<file path="src/rtl/pc_plus_4_pkg.sv">
// Core-wide constants shared by the fetch-stage PC logic and the pipeline-register primitive.
package pc_plus_4_pkg;

   localparam int unsigned XLEN        = 32;
   localparam int unsigned INSTR_BYTES = 4;
   localparam logic [XLEN-1:0] PC_RESET = '0;

   // Status bundle carried by the mirror register: {PCPlus4, wrap, misaligned}.
   localparam int unsigned STATUS_W = XLEN + 2;

   function automatic logic is_misaligned(input logic [1:0] pc_lsb);
      return (pc_lsb != 2'b00);
   endfunction

endpackage

</file>
<file path="src/rtl/pc_plus_4_reg.sv">
// Width-parameterised async-reset register with a valid flag; the core's pipeline-register primitive.
module pc_plus_4_reg
   import pc_plus_4_pkg::*;
#(
   parameter int unsigned       WIDTH     = STATUS_W,
   parameter logic [WIDTH-1:0]  RESET_VAL = '0
) (
   input  logic             clk_i,
   input  logic             rst_i,
   input  logic [WIDTH-1:0] data_i,
   output logic [WIDTH-1:0] data_o,
   output logic             valid_o
);

   logic [WIDTH-1:0] data_q, data_d;
   logic             valid_q, valid_d;

   always_comb begin
      data_d  = data_i;
      valid_d = 1'b1;
   end

   always_ff @(posedge clk_i or posedge rst_i) begin
      if (rst_i) begin
         data_q  <= RESET_VAL;
         valid_q <= 1'b0;
      end else begin
         data_q  <= data_d;
         valid_q <= valid_d;
      end
   end

   assign data_o  = data_q;
   assign valid_o = valid_q;

endmodule

</file>
<file path="src/rtl/pc_plus_4.sv">
// Next-sequential-PC adder: combinational PC + INCR with carry-out and alignment flags,
// plus a registered mirror of all three for debug/trace.
module pc_plus_4 #(
   parameter int unsigned XLEN = pc_plus_4_pkg::XLEN,
   parameter int unsigned INCR = pc_plus_4_pkg::INSTR_BYTES
) (
   input  logic            clk,
   input  logic            reset,
   input  logic [XLEN-1:0] PC,
   output logic [XLEN-1:0] PCPlus4,
   output logic [XLEN-1:0] PCPlus4_q,
   output logic            wrap,
   output logic            wrap_q,
   output logic            misaligned,
   output logic            misaligned_q,
   output logic            valid_q
);

   import pc_plus_4_pkg::*;

   localparam int unsigned BUNDLE_W = XLEN + 2;
   localparam logic [BUNDLE_W-1:0] BUNDLE_RESET = {XLEN'(PC_RESET), 1'b0, 1'b0};

   logic [XLEN:0]         sum_ext;
   logic [BUNDLE_W-1:0]   status_d;
   logic [BUNDLE_W-1:0]   status_q;

   // One extra bit on the add so the carry-out becomes the wrap flag directly.
   always_comb begin
      sum_ext    = {1'b0, PC} + (XLEN+1)'(INCR);
      PCPlus4    = sum_ext[XLEN-1:0];
      wrap       = sum_ext[XLEN];
      misaligned = is_misaligned(PC[1:0]);
      status_d   = {PCPlus4, wrap, misaligned};
   end

   pc_plus_4_reg #(
      .WIDTH     (BUNDLE_W),
      .RESET_VAL (BUNDLE_RESET)
   ) u_status_reg (
      .clk_i   (clk),
      .rst_i   (reset),
      .data_i  (status_d),
      .data_o  (status_q),
      .valid_o (valid_q)
   );

   assign {PCPlus4_q, wrap_q, misaligned_q} = status_q;

endmodule

</file>
<file path="config.mk">
export PLATFORM = sky130hd
export DESIGN_NAME = pc_plus_4
export DESIGN_NICKNAME = d
export VERILOG_FILES = /design/src/rtl/pc_plus_4_pkg.sv /design/src/rtl/pc_plus_4_reg.sv /design/src/rtl/pc_plus_4.sv
export SDC_FILE = /design/constraint.sdc
export NUM_CORES = 1
export LEC_CHECK = 0
export CAP_MARGIN = 10
export CORE_MARGIN = 2
export CORE_UTILIZATION = 38
export CTS_CLUSTER_SIZE = 14
export DETAILED_ROUTE_END_ITERATION = 6
export MAX_ROUTING_LAYER = met4
export PLACE_DENSITY_LB_ADDON = 0.12
export SYNTH_ARGS = -nofsm -noshare
export SYNTH_HDL_FRONTEND = slang
export SYNTH_SLANG_ARGS = --single-unit
</file>
<file path="constraint.sdc">
create_clock -name clk -period 4 [get_ports clk]
set_input_delay 0.4 -clock clk [delete_from_list [all_inputs] [get_ports clk]]
set_output_delay 0.4 -clock clk [all_outputs]
set_load 0.1 [all_outputs]
</file>
==> results by group, run 1 <==
Drt
  – DR iter-0 viols: 62
  – Drt via density: roughly 4.7
  – Routed length per instance: 13.9 um
  – TritonRoute pass-1 iters: 4
  – Total DRC errors in the routed layout: 0
  – Via count: between 1000 and 1500
  – Final WL: 3920 um
  – Post-route ant nets: 0

Timing
  – Max-slew headroom: 0.326
  – Worst-margin pin slew: about 1.0 ns
  – Fmax: approximately 340 MHz
  – Fin crit period: about 3 ns
  – Final hold violations: 0
  – TNS Setup: 0 ns
  – Endpoints failing setup: 0
  – Final period utilization: 0.741
  – RSZ-0062 raised after global routing: no
  – Fin. max-slew vios: 0

Placed design
  – RePlAce Congestion: roughly 0.84
  – Port Buffers: approximately 100
  – HPWL after DPL: 3100 um

Finish
  – Final net count: between 200 and 300
  – Register area: roughly 880 um^2
  – Multi-input gate area: 598 um^2
  – Layout fillers: about 300
  – Antenna diodes: 0
  – Area grow syn2layout: 74.4%
  – Proportion of layout cells with a drive suffix above 1: 0.192

Power
  – Sw Pwr: between 400 and 500 uW
  – Switching Fraction: 0.413
  – Peak VDD IR: 0.000282 V
  – Internal power: between 600 and 700 uW
  – Power Density: approximately 440 mW/mm^2
  – Seq pwr share: 0.329
  – Pleak: roughly 0.0011 uW
  – Clock power share: 0.280
  – Total power: 1150 uW
  – Comb power frac: 0.391

Worst hold path
  – Hold Path Class: in2async

CTS
  – Hold-fix buffers, CTS: 0
  – Num CTS Buffers: 5
  – Root Driver: clkbuf_8
  – H-tree levels: 2
  – Postcts setup bufs: 0
  – CTS-repair resized insts: 0
  – Clock Pin Slew Worst Setup and Hold Paths: ~0.070 ns
  – CTS tree: yes
  – Clock tree buffer depth: 2
  – Clk sinks: 35

Global route
  – First-pass GRT wire length: roughly 6000 um
  – Number of global-route vias before repair: 1309
  – Overall Global Routing Usage: 0.189
  – Grt ovf: 0
  – Largest net degree at the start of global routing: 36
  – Antenna violations before repair: 0

Worst setup path
  – CP arrival: approximately 2.6 ns
  – Worst setup EP type: output port
  – Max Fanout on Critical Path: 5
  – WP data required: roughly 3.6 ns
  – CP startpoint kind: primary input
  – Crit Path Class: in2out

Floorplan
  – Num ports: 103
  – Die area: between 0.004 and 0.005 mm^2
  – Initial Utilization: 0.402
  – Die height: around 67 um
  – Core area: approximately 0.0037 mm^2
  – Die Span X: between 60 and 70 um
  – Num rows: 22

Yosys
  – Syn Inst Count: 125
  – Sequential share of the synthesized area: 0.582
  – Post-synthesis net count: 160
  – Asr flop ratio synth: 1.00
  – Synth Register Bits: 35
  – Commonest cells in the netlist: 35 x dfrtp_1, 20 x xnor2_1, 10 x nand2_1, 10 x nand3_1
  – EDFF count, synth: 0
  – Main area contributors after synthesis: dfrtp_1 58%, xnor2_1 12%, xor2_1 4.7%, nand3_1 3.3%, nand4_1 3.3%
  – Top-area cell type share of the netlist area: 0.582
  – Cell taking the most area after synthesis: dfrtp_1
  – Netlist cell types: 21
  – Mapped Area: about 0.0015 mm^2
  – Most frequent cell after synthesis: dfrtp_1
  – Avg Cell Area, Syn: 12.0 um^2
  – Yosys warning total: 0
  – Top FF cell, synth: dfrtp_1

Outcome
  – Outcome: finished clean

Job
  – Total of max-cap violations: 0
## area by class of cell
type	instances	share of cell area
sequential	35	0.334
clock inverter	2	0.0134
timing repair buffer	103	0.365
clock buffer	6	0.0315
tap	48	0.0229
inverter	4	0.00573
multi-input combinational	84	0.228
## worst max-delay path by stage
stage,startpoint,endpoint,slack (ns),depth (start not counted)
3_5_place_dp,PC[2],PCPlus4[26],1.01,7
4_1_cts,PC[2],PCPlus4[26],1.01,7
5_1_grt,PC[2],PCPlus4[26],0.83,7
3_3_place_gp,PC[2],PCPlus4[26],1.10,7
6_report,PC[2],PCPlus4[26],1.04,7
2_1_floorplan,PC[2],PCPlus4[26],0.69,5
## layout by cell type (no fill, tap or decap), types with 2 or more instances in the layout
cell type,netlist,routed
nor4_4,2,2
inv_1,4,4
buf_4,2,30
nand2_1,10,10
xnor2_1,20,20
xor2_1,8,8
nand4_2,2,2
clkbuf_8,0,6
nor2_1,8,8
nand4_1,8,8
clkdlybuf4s50_1,0,73
nand3_1,10,10
nor3_1,2,2
dfrtp_1,35,35
and3_1,6,6
## registers in the layout, indices dropped and copies added (netlist names)
register / cells
u_status_reg.data_o: 34
u_status_reg.valid_o: 1
## cell families (layout without fill, tap and decap cells)
logic type,after synthesis,after routing,synth area share
fa+ha+maj,1,1,0.00832
xor+xnor,28,28,0.163
flops,35,35,0.582
other cells,1,1,0.00249
simple gates,54,54,0.224
buf+inv,6,115,0.0200
## routing by layer
layer	wire, um	GRT usage
met5	0	-
met4	92	0.0765
met1	1470	0.206
met3	311	0.0676
met2	2040	0.316
## power groups by stage
stage | combinational, uW | sequential (uW) | clock, uW
after floorplan | 179 | 532 | 0
after global placement | 448 | 384 | 0
after detailed placement | 450 | 385 | 0
after CTS | 451 | 378 | 332
after global routing | 462 | 380 | 351
final | 449 | 378 | 321
## metrics by stage
stage / setup slack, ns / util / instances / hold slack (ns) / instance area [um^2]
3_5_place_dp: 1.01 / 0.669 / 274 / 0.831 / 2500
2_1_floorplan: 0.686 / - / 125 / 0.431 / 1500
6_report: 1.04 / 0.701 / 282 / 0.509 / 2620
5_1_grt: 0.831 / 0.701 / 282 / 0.584 / 2620
3_3_place_gp: 1.10 / 0.669 / 274 / 0.820 / 2500
4_1_cts: 1.01 / 0.701 / 282 / 0.518 / 2620
## worst max-delay path, cell delays in order
cell             delay (ns)
clkdlybuf4s50_1        0.52
ha_1                   0.24
nand4_2                0.21
nor4_4                 0.49
nand4_1                0.16
xnor2_1                0.21
buf_4                  0.33
Power figures use the tool's default switching activity.
==> inputs of run 2 (changes only) <==
--- a/config.mk
+++ b/config.mk
@@ -7,7 +7,7 @@
 export LEC_CHECK = 0
 export CAP_MARGIN = 10
 export CORE_MARGIN = 2
-export CORE_UTILIZATION = 38
+export CORE_UTILIZATION = 32
 export CTS_CLUSTER_SIZE = 14
 export DETAILED_ROUTE_END_ITERATION = 6
 export MAX_ROUTING_LAYER = met4
==> constraint.sdc (replaced) <==
create_clock -name clk -period 2.62 [get_ports clk]
set_input_delay 0.262 -clock clk [delete_from_list [all_inputs] [get_ports clk]]
set_output_delay 0.262 -clock clk [all_outputs]
set_load 0.1 [all_outputs]
==> run 2 against run 1 <==
Via count up 0.45%. Power up 55%. Die area up 18%. Cell count up 3.5%. Combinational power up 71%. Design area up 17%. Global-route usage down 0.55 points. Wire length up 12%. Highest routed layer unchanged. Clock power up 35%. Flip-flop and latch count unchanged. Sequential share of layout area down 4.8 points.
==> results by group, run 2 (synthesis results as in run 1) <==
Worst setup path
  – Critical Path, Cell by Cell: clkdlybuf4s50_1 -> ha_2 -> nand4_2 -> nor4_4 -> buf_4 -> nand4_1 -> xnor2_2 -> buf_12 (was clkdlybuf4s50_1 -> ha_1 -> nand4_2 -> nor4_4 -> nand4_1 -> xnor2_1 -> buf_4)
  – CP startpoint kind: primary input (unchanged)
  – Worst setup EP type: output port (unchanged)
  – CP arrival: 2.26 ns (was 2.56 ns)
  – Slowest-stage cell, CP: clkdlybuf4s50_1 (unchanged)
  – Crit Path Class: in2out (unchanged)
  – Max Fanout on Critical Path: 5 (unchanged)
  – WP data required: 2.36 ns (was 3.60 ns)
  – Slowest Stage Delay on Critical Path: 0.51 ns (was 0.52 ns)

Job
  – Total of max-cap violations: 0 (unchanged)

Drt
  – Final WL: 4400 um (was 3920 um)
  – DR iter-0 viols: 32 (was 62)
  – Wl on met1: 1610 um (was 1470 um)
  – Via count: 1342 (was 1336)
  – TritonRoute pass-1 iters: 4 (unchanged)
  – Total DRC errors in the routed layout: 0 (unchanged)
  – Routed length per instance: 15.1 um (was 13.9 um)
  – Drt via density: 4.60 (was 4.74)
  – DR top layer: met4 (unchanged)
  – Routed length on met2: 2470 um (was 2040 um)
  – Post-route ant nets: 0 (unchanged)
  – WL met3: 272 um (was 311 um)

Global route
  – Grt ovf: 0 (unchanged)
  – First-pass GRT wire length: 7090 um (was 6040 um)
  – Number of global-route vias before repair: 1461 (was 1309)
  – Largest net degree at the start of global routing: 36 (unchanged)
  – Antenna violations before repair: 0 (unchanged)
  – Overall Global Routing Usage: 0.184 (was 0.189)

Finish
  – Most frequent cells in the layout: 48 x buf_4, 35 x dfrtp_1, 33 x clkdlybuf4s50_1, 28 x buf_12, 17 x xnor2_2 (was 73 x clkdlybuf4s50_1, 35 x dfrtp_1, 30 x buf_4, 20 x xnor2_1)
  – Final net count: 274 (was 268)
  – Layout fillers: 341 (was 295)
  – Antenna diodes: 0 (unchanged)
  – Proportion of layout cells with a drive suffix above 1: 0.471 (was 0.192)
  – Largest register FFs: 34 (unchanged)
  – Area grow syn2layout: 104% (was 74.4%)
  – Register area: 876 um^2 (unchanged)
  – Most common cell after layout, fill and taps aside: buf_4 (was clkdlybuf4s50_1)
  – Multi-input gate area: 758 um^2 (was 598 um^2)

Timing
  – Fmax: approximately 400 MHz
  – Final worst slack: 0.101 ns (was 1.04 ns)
  – Final hold violations: 0 (unchanged)
  – RSZ-0062 raised after global routing: no (unchanged)
  – Endpoints failing setup: 0 (unchanged)
  – Fin. max-slew vios: 0 (unchanged)
  – Final period utilization: 0.961
  – Fin crit period: 2.52 ns

Floorplan
  – Die Span X: 72.6 um (was 66.9 um)
  – Num rows: 24 (was 22)
  – Core area: 0.00444 mm^2 (was 0.00374 mm^2)
  – Die height: 72.6 um (was 66.9 um)
  – Initial Utilization: 0.338 (was 0.402)
  – Die area: 0.00526 mm^2 (was 0.00448 mm^2)
  – Num ports: 103 (unchanged)

Power
  – Total power: 1780 uW (was 1150 uW)
  – Pleak: 0.00144 uW (was 0.00114 uW)
  – Peak VDD IR: 0.000440 V (was 0.000282 V)
  – Power Density: 579 mW/mm^2 (was 438 mW/mm^2)

Placed design
  – HPWL after DPL: 3560 um (was 3100 um)
  – RePlAce Congestion: 0.743 (was 0.843)
  – Port Buffers: 102 (unchanged)
  – Worst Setup Slack post-DPL: -0.0274 ns (was 1.01 ns)

CTS
  – Clock Pin Slew Worst Setup and Hold Paths: 0.07 ns (about the same)
  – Hold-fix buffers, CTS: 0 (unchanged)
  – Num CTS Buffers: 5 (unchanged)
  – H-tree levels: 2 (unchanged)
  – Clock tree buffer depth: 2 (unchanged)
  – Clk sinks: 35 (unchanged)
  – CTS tree: yes (unchanged)
  – Root Driver: clkbuf_8 (unchanged)

Outcome
  – Outcome: finished clean (unchanged)

Worst hold path
  – Hold Path Class: in2async (unchanged)
-- run 2: cell types whose count changed in the layout (fill, tap and decap cells not counted), moves of 3 or more --
cell             change
buf_12              +28
buf_4               +18
clkdlybuf4s50_1     -40
xnor2_1             -17
xnor2_2             +17
xor2_1               -3
xor2_2               +3
-- run 2: metal layers --
layer	global-route usage	vias up
met5	-	-
met4	0.0432	0
met3	0.0542	6
met2	0.314	52
met1	0.213	639
li1	-	645
-- run 2: through the flow --
stage | cell area, um^2 | hold WS (ns) | utilization | std cells | TNS, ns
after floorplan | 1660 | 0.293 | - | 125 | -0.317
final | 3070 | 0.391 | 0.690 | 292 | 0
after detailed placement | 2940 | 0.709 | 0.662 | 282 | -0.0546
after global placement | 2940 | 0.685 | 0.662 | 282 | 0
after CTS | 3040 | 0.404 | 0.685 | 290 | 0
after global routing | 3070 | 0.428 | 0.690 | 292 | 0
-- run 2: path summary, 6_finish.rpt --
check                      startpoint                                 to  slack (ns)
max                             PC[3]                        PCPlus4[26]        0.10
min                             reset   u_status_reg.data_o[5]$_DFF_PP0_        0.39
max in group asynchronous       reset  u_status_reg.data_o[22]$_DFF_PP0_        1.91
min in group clk                PC[0]   u_status_reg.data_o[2]$_DFF_PP0_        0.47
-- run 2: area by class of cell --
cell class              instances  area share
inverters                       4     0.00490
flip-flops and latches         35       0.286
multi-input cells              84       0.247
repair buffers                109       0.408
clock buffers                   8      0.0327
well taps                      52      0.0212
-- run 2: timing repair --
action,in CTS,in global routing
pin swaps,1,2
setup buffers,0,2
resized for setup,0,2
endpoints found under the setup margin,3,6
endpoints found under the hold margin,0,0
-- run 2: power by group --
group	internal, uW	switching (uW)	total, uW	leakage (uW)
clock	240	192	432	0.0000515
sequential	570	8.78	579	0.000409
combinational	211	555	766	0.000980
total	1020	756	1780	0.00144
-- run 2: worst max-delay path: cells and delay by family --
family,cells,cell delay [ns]
and+or+nand+nor,3,0.61
adders and majority gates,1,0.23
xor gates and xnor gates,1,0.26
buffers and inverters,3,0.91
==> inputs of run 3 (changes only) <==
--- a/config.mk
+++ b/config.mk
@@ -8,6 +8,7 @@
 export CAP_MARGIN = 10
 export CORE_MARGIN = 2
 export CORE_UTILIZATION = 32
+export CTS_CLUSTER_DIAMETER = 50
 export CTS_CLUSTER_SIZE = 14
 export DETAILED_ROUTE_END_ITERATION = 6
 export MAX_ROUTING_LAYER = met4
==> results of run 3 <==
Final layout, timing and power as in run 2 (identical DEF).
